## src/rtl/multi_spi_adc_pkg.sv

```systemverilog
`default_nettype none
// ============================================================================
// Module      : multi_spi_adc_pkg
// Description : Shared types and frame-timing helpers for the multi-channel
//               serial ADC front-end.
// Revision    : 1.0 - initial release
// ============================================================================
package multi_spi_adc_pkg;

    localparam int MAX_CHANNELS = 8;

    typedef enum logic [1:0] {
        IDLE  = 2'd0,
        SHIFT = 2'd1,
        GUARD = 2'd2
    } state_e;

    function automatic int calc_frame_clks(input int lead_clks, input int adc_bits,
                                           input int guard_clks);
        return lead_clks + adc_bits + guard_clks;
    endfunction

    // Half SCLK period in system clocks, floored so the frame never runs slow.
    function automatic int calc_half_div(input int clock_freq, input int sample_rate,
                                         input int frame_clks);
        return clock_freq / (2 * sample_rate * frame_clks);
    endfunction

endpackage
`default_nettype wire

```

## src/rtl/adc_chan_accum.sv

```systemverilog
`default_nettype none
// ============================================================================
// Module      : adc_chan_accum
// Description : Per-channel MISO shift register, frame accumulator and
//               power-of-two averaging divider.
// Revision    : 1.0 - initial release
// ============================================================================
module adc_chan_accum
    import multi_spi_adc_pkg::*;
#(
    parameter int ADC_BITS = 12,
    parameter int AVG_LOG2 = 0
) (
    input  logic                clk_i,
    input  logic                rst_i,
    input  logic                sample_en_i,
    input  logic                miso_i,
    input  logic                frame_done_i,
    input  logic                avg_last_i,
    output logic [ADC_BITS-1:0] result_o
);

    localparam int ACC_W = ADC_BITS + AVG_LOG2;

    logic [ADC_BITS-1:0] shreg_q;
    logic [ACC_W-1:0]    acc_q;
    logic [ADC_BITS-1:0] result_q;
    logic [ACC_W-1:0]    sum_w;

    // Accumulator is wide enough for 2^AVG_LOG2 full-scale samples.
    assign sum_w = acc_q + ACC_W'(shreg_q);

    always_ff @(posedge clk_i or posedge rst_i) begin
        if (rst_i) begin
            shreg_q  <= '0;
            acc_q    <= '0;
            result_q <= '0;
        end else begin
            if (sample_en_i) begin
                shreg_q <= {shreg_q[ADC_BITS-2:0], miso_i};
            end
            if (frame_done_i) begin
                if (avg_last_i) begin
                    acc_q    <= '0;
                    result_q <= sum_w[ACC_W-1:AVG_LOG2];
                end else begin
                    acc_q <= sum_w;
                end
            end
        end
    end

    assign result_o = result_q;

endmodule
`default_nettype wire

```

## src/rtl/multi_spi_adc_frontend.sv

```systemverilog
`default_nettype none
// ============================================================================
// Module      : multi_spi_adc_frontend
// Description : Frame sequencer for N MCP3201-class ADCs sharing SSN/SCLK,
//               with optional averaging and a valid/ready result port.
// Revision    : 1.0 - initial release
// ============================================================================
module multi_spi_adc_frontend
    import multi_spi_adc_pkg::*;
#(
    parameter int CLOCK_FREQ  = 25000000,
    parameter int SAMPLE_RATE = 50000,
    parameter int CHANNELS    = 2,
    parameter int ADC_BITS    = 12,
    parameter int LEAD_CLKS   = 3,
    parameter int GUARD_CLKS  = 2,
    parameter int AVG_LOG2    = 0
) (
    input  logic                         clock,
    input  logic                         reset,
    input  logic                         enable,
    output logic                         adc_ssn,
    output logic                         adc_sclk,
    input  logic [CHANNELS-1:0]          adc_miso,
    output logic [CHANNELS*ADC_BITS-1:0] out_data,
    output logic                         out_valid,
    input  logic                         out_ready,
    output logic                         overrun,
    input  logic                         clear_overrun
);

    localparam int FRAME_CLKS = calc_frame_clks(LEAD_CLKS, ADC_BITS, GUARD_CLKS);
    localparam int HALF_DIV   = calc_half_div(CLOCK_FREQ, SAMPLE_RATE, FRAME_CLKS);
    localparam int SHIFT_CLKS = LEAD_CLKS + ADC_BITS;
    localparam int GUARD_LEN  = GUARD_CLKS * 2 * HALF_DIV;
    localparam int AVG_N      = 1 << AVG_LOG2;
    localparam int CNT_W      = 24;
    localparam int BIT_W      = 8;
    localparam int FRM_W      = 5;
    localparam int DATA_W     = CHANNELS * ADC_BITS;

    generate
        if (HALF_DIV < 1 || CHANNELS < 1 || CHANNELS > MAX_CHANNELS ||
            GUARD_CLKS < 1 || AVG_LOG2 < 0 || AVG_LOG2 > 4) begin : g_param_check
            $error("multi_spi_adc_frontend: invalid parameters (HALF_DIV=%0d)", HALF_DIV);
        end
    endgenerate

    state_e             state_q, state_d;
    logic [CNT_W-1:0]   div_q, div_d;
    logic [CNT_W-1:0]   guard_q, guard_d;
    logic [BIT_W-1:0]   bit_q, bit_d;
    logic               sclk_q, sclk_d;
    logic [FRM_W-1:0]   frame_cnt_q, frame_cnt_d;
    logic               result_new_q;
    logic [DATA_W-1:0]  out_data_q, out_data_d;
    logic               out_valid_q, out_valid_d;
    logic               overrun_q, overrun_d;
    logic               sample_en;
    logic               frame_done;
    logic               avg_last;
    logic [DATA_W-1:0]  results;

    assign avg_last = (frame_cnt_q == FRM_W'(AVG_N - 1));

    always_ff @(posedge clock or posedge reset) begin
        if (reset) begin
            state_q      <= IDLE;
            div_q        <= '0;
            guard_q      <= '0;
            bit_q        <= '0;
            sclk_q       <= 1'b0;
            frame_cnt_q  <= '0;
            result_new_q <= 1'b0;
            out_data_q   <= '0;
            out_valid_q  <= 1'b0;
            overrun_q    <= 1'b0;
        end else begin
            state_q      <= state_d;
            div_q        <= div_d;
            guard_q      <= guard_d;
            bit_q        <= bit_d;
            sclk_q       <= sclk_d;
            frame_cnt_q  <= frame_cnt_d;
            result_new_q <= frame_done & avg_last;
            out_data_q   <= out_data_d;
            out_valid_q  <= out_valid_d;
            overrun_q    <= overrun_d;
        end
    end

    always_comb begin
        state_d     = state_q;
        div_d       = div_q;
        guard_d     = guard_q;
        bit_d       = bit_q;
        sclk_d      = sclk_q;
        frame_cnt_d = frame_cnt_q;
        sample_en   = 1'b0;
        frame_done  = 1'b0;
        case (state_q)
            IDLE: begin
                div_d   = '0;
                guard_d = '0;
                bit_d   = '0;
                sclk_d  = 1'b0;
                if (enable) begin
                    state_d = SHIFT;
                end
            end
            SHIFT: begin
                if (div_q == CNT_W'(HALF_DIV - 1)) begin
                    div_d  = '0;
                    sclk_d = ~sclk_q;
                    if (!sclk_q) begin
                        // Rising SCLK edge: capture only the data-bit periods.
                        sample_en = (bit_q >= BIT_W'(LEAD_CLKS)) && (bit_q < BIT_W'(SHIFT_CLKS));
                    end else if (bit_q == BIT_W'(SHIFT_CLKS - 1)) begin
                        bit_d      = '0;
                        guard_d    = '0;
                        frame_done = 1'b1;
                        state_d    = GUARD;
                    end else begin
                        bit_d = bit_q + BIT_W'(1);
                    end
                end else begin
                    div_d = div_q + CNT_W'(1);
                end
            end
            GUARD: begin
                sclk_d = 1'b0;
                if (guard_q == CNT_W'(GUARD_LEN - 1)) begin
                    guard_d = '0;
                    div_d   = '0;
                    state_d = enable ? SHIFT : IDLE;
                end else begin
                    guard_d = guard_q + CNT_W'(1);
                end
            end
            default: begin
                state_d = IDLE;
            end
        endcase
        if (frame_done) begin
            frame_cnt_d = avg_last ? '0 : frame_cnt_q + FRM_W'(1);
        end
    end

    // A result arriving while the previous one is still held is dropped;
    // the drop takes priority over a simultaneous clear.
    always_comb begin
        out_data_d  = out_data_q;
        out_valid_d = out_valid_q;
        overrun_d   = overrun_q;
        if (clear_overrun) begin
            overrun_d = 1'b0;
        end
        if (result_new_q) begin
            if (!out_valid_q || out_ready) begin
                out_data_d  = results;
                out_valid_d = 1'b1;
            end else begin
                overrun_d = 1'b1;
            end
        end else if (out_valid_q && out_ready) begin
            out_valid_d = 1'b0;
        end
    end

    generate
        for (genvar ch = 0; ch < CHANNELS; ch++) begin : g_chan
            adc_chan_accum #(
                .ADC_BITS (ADC_BITS),
                .AVG_LOG2 (AVG_LOG2)
            ) u_accum (
                .clk_i        (clock),
                .rst_i        (reset),
                .sample_en_i  (sample_en),
                .miso_i       (adc_miso[ch]),
                .frame_done_i (frame_done),
                .avg_last_i   (avg_last),
                .result_o     (results[ch*ADC_BITS +: ADC_BITS])
            );
        end
    endgenerate

    assign adc_ssn   = (state_q != SHIFT);
    assign adc_sclk  = sclk_q;
    assign out_data  = out_data_q;
    assign out_valid = out_valid_q;
    assign overrun   = overrun_q;

endmodule
`default_nettype wire

```

## config.mk

```make
export PLATFORM = sky130hd
export DESIGN_NAME = multi_spi_adc_frontend
export DESIGN_NICKNAME = d
export VERILOG_FILES = /design/src/rtl/multi_spi_adc_pkg.sv /design/src/rtl/adc_chan_accum.sv /design/src/rtl/multi_spi_adc_frontend.sv
export SDC_FILE = /design/constraint.sdc
export NUM_CORES = 1
export LEC_CHECK = 0
export ABC_AREA = 1
export CORE_MARGIN = 3
export CORE_UTILIZATION = 40
export CTS_CLUSTER_SIZE = 16
export DETAILED_ROUTE_END_ITERATION = 10
export HOLD_SLACK_MARGIN = 0.03
export PLACE_DENSITY = 0.63
export SLEW_MARGIN = 20
export SYNTH_ARGS = -nofsm -noshare
export SYNTH_HDL_FRONTEND = slang
export SYNTH_HIERARCHICAL = 1
export SYNTH_SLANG_ARGS = --single-unit
```

## constraint.sdc

```tcl
create_clock -name clock -period 3.44 [get_ports clock]
set_input_delay 0.688 -clock clock [delete_from_list [all_inputs] [get_ports clock]]
set_output_delay 0.688 -clock clock [all_outputs]
set_load 0.02 [all_outputs]
```

# [Word level (Yosys, flattened, before mapping)]
# Index checks and enable logic that the tools add are counted.
[classes] shift=0 n_addsub=6 n_mux=37 bitwise=2 div_mod_pow=0 magnitude_cmp=2 n_mul=0 n_eq_ne=12 n_reduce_logical=19
[ops] op="$mux W24" count=6
[ops] op="$pmux W24 S3" count=2
[ops] op="$add A24 B1 Y24 const B" count=2
[ops] op="$add A12 B12 Y12" count=2
[ops] op="$eq A24 B4 Y1 const B" count=1
[ops] op="$eq A24 B6 Y1 const B" count=1
[ops] op="$mux W12" count=2
[ops] op="$mux W8" count=3
[ops] op="$pmux W8 S2" count=1
[ops] op="$mux W1" count=15
[ops] op="$mux W2" count=5
[ops] op="$ne A2 B2 Y1 const B" count=5
[ops] op="$reduce_and A2 Y1" count=5
[ops] op="$add A8 B1 Y8 const B" count=1
[ops] op="$eq A8 B4 Y1 const B" count=1
[ops] op="$ge A8 B2 Y1 const B" count=1
[ops] op="$lt A8 B4 Y1 const B" count=1
[ops] op="$pmux W2 S3" count=1
[ops] op="$reduce_bool A2 Y1" count=3
[ops] op="$add A5 B1 Y5 const B" count=1
[ops] op="$logic_not A5 Y1" count=1
[ops] op="$mux W5" count=1
[ops] op="$reduce_and A5 Y1" count=1
[ops] op="$ne A2 B1 Y1 const B" count=2
[ops] op="other kinds (13)" count=14
[totals] latchBits=0 mem_count=0 out_inout_bits=28 wordCells=94 romBits=0 input_bits=7 ff_bits=163 mem_bits_rw=0

# [Logic depth before layout (Yosys ltp)]
[logic_depth] word_depth=6 mapped_depth=12 depth_no_buf=12

# [Hierarchy]
# The synthesis kept the hierarchy.
[by_module_without_submodules] module="multi_spi_adc_frontend" seq_area_each_um2=2277.2 cells_per_inst=744 instances=1 area_per_inst_um2=5336.4
[by_module_without_submodules] module="adc_chan_accum" seq_area_each_um2=900.9 cells_per_inst=250 instances=2 area_per_inst_um2=1969.4

# [Least setup slack after synthesis]
# Ideal clock, no wire load.
[synth_timing] path_kind="reg2reg" startpoint="reg div_q[0]" endpoint="reg g_chan[0].u_accum.shreg_q[10]" required_time_ps=3305 path_slack_ps=1559 period_less_slack_ps=1881 path_buffers=1 setup_ps=135 path_stages_with_launch=10 t_arrival_ps=1746 path_cell_list="dfrtp_1 -> ha_1 -> nand3_1 -> nor2_1 -> nand2_1 -> nor2_1 -> nand3b_1 -> nor2_1 -> clkbuf_1 -> o21ai_0"
[synth_via] elab_chain_cells=3
[synth_lines] element="start, declared" line="multi_spi_adc_frontend.sv:50" source="logic [CNT_W-1:0] div_q, div_d;"
[synth_lines] element="start signal, assigned" line="multi_spi_adc_frontend.sv:80" source="div_q <= div_d;"
[synth_lines] element="$eq A24 B4 Y1" line="multi_spi_adc_frontend.sv:112" source="if (div_q == CNT_W'(HALF_DIV - 1)) begin"
[synth_lines] element="$mux W1" line="multi_spi_adc_frontend.sv:112"
[synth_lines] element="$mux W1" line="multi_spi_adc_frontend.sv:101" source="case (state_q)"
[synth_lines] element="net sample_en" line="multi_spi_adc_frontend.sv:59" source="logic sample_en;"
[synth_lines] element="end signal, assigned" line="adc_chan_accum.sv:40" source="shreg_q <= {shreg_q[ADC_BITS-2:0], miso_i};"
[synth_lines] element="end, declared" line="adc_chan_accum.sv:25" source="logic [ADC_BITS-1:0] shreg_q;"
# The timed path passes the listed nets, and every way through them passes these cells.
# A chain may end at the register's enable or synchronous reset.

# [Final worst setup path]
[layout_timing] startpoint="reg div_q[0]" endpoint="reg g_chan[0].u_accum.result_q[6]"
[layout_via] elab_chain_cells=4
[layout_lines] element="$eq A24 B4 Y1" line="multi_spi_adc_frontend.sv:112"
[layout_lines] element="$mux W1" line="multi_spi_adc_frontend.sv:112"
[layout_lines] element="$mux W1" line="multi_spi_adc_frontend.sv:101"
[layout_lines] element="net frame_done" line="multi_spi_adc_frontend.sv:60" source="logic frame_done;"
[layout_lines] element="$reduce_and A2 Y1 (no source line)"
[layout_lines] element="end signal, assigned" line="adc_chan_accum.sv:45" source="result_q <= sum_w[ACC_W-1:AVG_LOG2];"
[layout_lines] element="end, declared" line="adc_chan_accum.sv:27" source="logic [ADC_BITS-1:0] result_q;"
# The timed path passes the listed nets, and every way through them passes these cells.

==> summary.md <==
| Metric | Value |
|---|---|
| Status | completed |
| Worst setup path endpoint | g_chan[0].u_accum/result_o[6]$_DFFE_PP0P_ |
| Vias in the first global route | roughly 7800 |
| Main synth FF type | dfrtp_1 |
| GPL Wtd Cong | roughly 0.89 |
| All-Layer GR Usage | 0.182 |
| DRT iter0 DRCs | 554 |
| Reg clk slew, reported paths | around 70 ps |
| Nets | 1323 |
| Via density | just under 5 |
| # Post-CTS Setup Buffers | 0 |
| Worst vdd rail ir drop | between 200 and 250 uV |
| Fmax | between 300 and 400 MHz |
| Detailed Route WL | around 21 mm |
| Unrepaired setup endpoints after global routing | false |
| I/O pins | 35 |
| Wire per inst | roughly 13 um |
| Most used cell, CP | nand2_1 |
| Die area | between 0.02 and 0.03 mm2 |
| CP arrival | 2930 ps |
| Hold path depth | 2 |
| Final period util | 0.746 |
| Slowest-stage cell, CP | dfrtp_1 |
| Die Ht | 158 um |
| Area share of the largest cell type after synthesis | 0.440 |
| Area occupied by multi-input gates | around 0.0046 mm2 |
| Worst r2r dst | g_chan[0].u_accum/result_o[6]$_DFFE_PP0P_ |
| Fill cells | between 2000 and 2500 |
| Net Count, Synth | between 1000 and 1500 |
| Crit. Startpoint | div_q[0]$_DFFE_PP0P_ |
| Cell area power density | 372 mW/mm2 |
| Pleak | around 5.5 nW |
| Initial core utilization | 0.408 |
| Netlist cell types | 36 |
| Num rows | 55 |
| # setup viols final | 0 |
| Final hold vios | 0 |
| CP required | around 3800 ps |
| Mapped Cells | 1244 |
| Syn_area_per_cell | roughly 7.5 um2 |
| Worst-Skew Late Latency | around 430 ps |
| I/O Buffers | 34 |
| TritonRoute pass-1 iters | 5 |
| Die X | approximately 160 um |
| Sequential share of the synthesized area | 0.440 |
| # diodes | 0 |
| CP max stage delay | slightly below 500 ps |
| R2R depth | 11 |
| Area grow syn2layout | 13.7% |
| DR DRC count | 0 |
| Tmin final | about 2600 ps |
| Worst setup EP type | flip-flop |
| Seq cells post-synth | ~160 |
| Max_slew headroom | 0.434 |
| Post-place setup slack | roughly 900 ps |
| CP startpoint kind | flip-flop |
| Largest net degree at the start of global routing | 54 |
| Post-synth EDFFs | 0 |
| Crit path max fanout | 18 |
| Mapped Area | around 0.0093 mm2 |
| CP cell instances | ha_1, nand3_1, nor2_1, nand2_1, nor2_1, nand4_1, inv_1, nand2_1, inv_1, nand3_1, nand2_1 |
| Crit path kind | flip-flop to flip-flop |
| Initial antenna violation count | 0 |
| H-tree depth | 4 |
| Most frequent cell after synthesis | nand2_1 |
| CTS tree | built |
| Clk sink count | around 160 |
| CTS max path bufs | 2 |
| Final core utilization | 0.464 |
| Core ar. | around 0.023 mm2 |
| Share of cells above drive strength 1 | 0.0901 |
| Synth top cells by count | nand2_1 (462), dfrtp_1 (163), inv_1 (126), nor2_1 (126), nand3_1 (116) |
| Clock skew | roughly 11 ps |
| First-pass GRT wire length | 37.0 mm |
| # Max-Cap Violations | 0 |
| Hold Crit Class | flip-flop to flip-flop |
| Slew Viols, Final | 0 |
| FF-to-FF setup slack | between 800 and 900 ps |
| Final HPWL from detailed placement | roughly 15 mm |
| YS warnings | 6 |
| Placed Instances | roughly 1600 |
| Final WS setup | a little under 900 ps |
| Leading area contributor after synthesis | dfrtp_1 |
| Post-DRT Antenna Nets | 0 |
| Via Count | 7869 |
| Setup TNS | 0 ps |
| CTS Hold Bufs | 0 |
| Post_cts resized | 0 |
| Worst reg2reg startpoint | div_q[0]$_DFFE_PP0P_ |
| Register Area | 0.00408 mm2 |
| Hold_sp | g_chan[1].u_accum/result_o[11]$_DFFE_PP0P_ |
| CTS Buf Count | 17 |
| Asr flop ratio synth | 1.00 |
| Fin cells | between 1500 and 2000 |
| Total gr overflow | 0 |
| Root Buffer | clkbuf_16 |
| Largest cells by area after synthesis | dfrtp_1 (44%), nand2_1 (19%), nand3_1 (6.3%) |
| Worst-margin pin slew | between 800 and 900 ps |
[through the flow]
stage | power (mW) | cell area [um2] | hold slack (ps)
after global routing | 4.08 | 10500 | 496
after CTS | 3.98 | 10500 | 489
after global placement | 2.01 | 9950 | 465
after floorplan | 1.98 | 9280 | 445
final | 3.92 | 10500 | 483
after detailed placement | 2.01 | 9950 | 468
[kinds of logic after synthesis]
group | count (synthesis) | share of synthesized area
compound gates | 70 | 0.0406
xor+xnor | 23 | 0.0217
fa+ha+maj | 31 | 0.0434
buf+inv | 152 | 0.0648
flops | 163 | 0.440
mux | 28 | 0.0340
simple gates | 777 | 0.356
[power by group]
group                 switching [mW]  internal, mW  total [mW]
Clock                          0.863          1.09        1.96
Combinational                 0.0417        0.0116      0.0533
Sequential     0.0000000000000000333          1.92        1.92
Total                          0.905          3.02        3.92
[registers in the layout (all words and copies together), names as in the netlist]
| signal | flops |
|---|---|
| overrun | 1 |
| adc_sclk | 1 |
| out_data | 24 |
| result_new_q | 1 |
| g_chan.u_accum/shreg_q | 24 |
| frame_cnt_q | 5 |
| g_chan.u_accum/acc_q | 24 |
| state_q | 2 |
| div_q | 24 |
| out_valid | 1 |
| guard_q | 24 |
| bit_q | 8 |
| g_chan.u_accum/result_o | 24 |
[final cells by class]
type / instances / area share
Clock buffer: 17 / 0.0404
Sequential cell: 163 / 0.387
Inverter: 131 / 0.0469
Timing Repair Buffer: 43 / 0.0399
Multi-Input combinational cell: 929 / 0.436
Clock inverter: 15 / 0.0160
Tap cell: 285 / 0.0338
[placed cells by master, fill, tap and decap left out, drive strengths merged, types with 3 or more instances in the layout]
master | Yosys | layout
clkdlybuf4s50 | 0 | 34
nand3 | 121 | 121
xor2 | 14 | 14
mux2 | 28 | 28
o21bai | 3 | 3
nand3b | 7 | 7
xnor2 | 9 | 9
buf | 15 | 9
nand4 | 19 | 19
o22ai | 3 | 3
dfrtp | 163 | 163
or2 | 12 | 12
clkinv | 0 | 3
a21oi | 19 | 19
inv | 131 | 139
nor2 | 142 | 142
nand2 | 471 | 471
ha | 29 | 29
o21ai | 42 | 42
clkbuf | 6 | 17
nor3 | 4 | 4
[worst min path at each step]
stage | end | slack (ps)
3_5_place_dp | g_chan[0].u_accum/result_o[11]$_DFFE_PP0P_ | 470
5_1_grt | g_chan[1].u_accum/result_o[11]$_DFFE_PP0P_ | 500
3_3_place_gp | out_valid$_DFFE_PP0P_ | 460
4_1_cts | g_chan[1].u_accum/result_o[9]$_DFFE_PP0P_ | 490
2_1_floorplan | g_chan[0].u_accum/result_o[7]$_DFFE_PP0P_ | 450
6_report | g_chan[1].u_accum/result_o[11]$_DFFE_PP0P_ | 480
[critical path: cells and delay by family (launching register included)]
family | cells | cell delay (ps)
flops | 1 | 490
simple gates | 8 | 1220
buf+inv | 2 | 560
fa+ha+maj | 1 | 230
[routing by layer]
| metal | vias to the layer above | track usage | part of all wire |
|---|---|---|---|
| met3 | 18 | 0.0362 | 0.043 |
| met5 | - | 0 | 0 |
| met1 | 3675 | 0.256 | 0.49 |
| li1 | 4023 | - | - |
| met2 | 153 | 0.287 | 0.45 |
| met4 | 0 | 0.0488 | 0.011 |
Power figures use the tool's default switching activity.
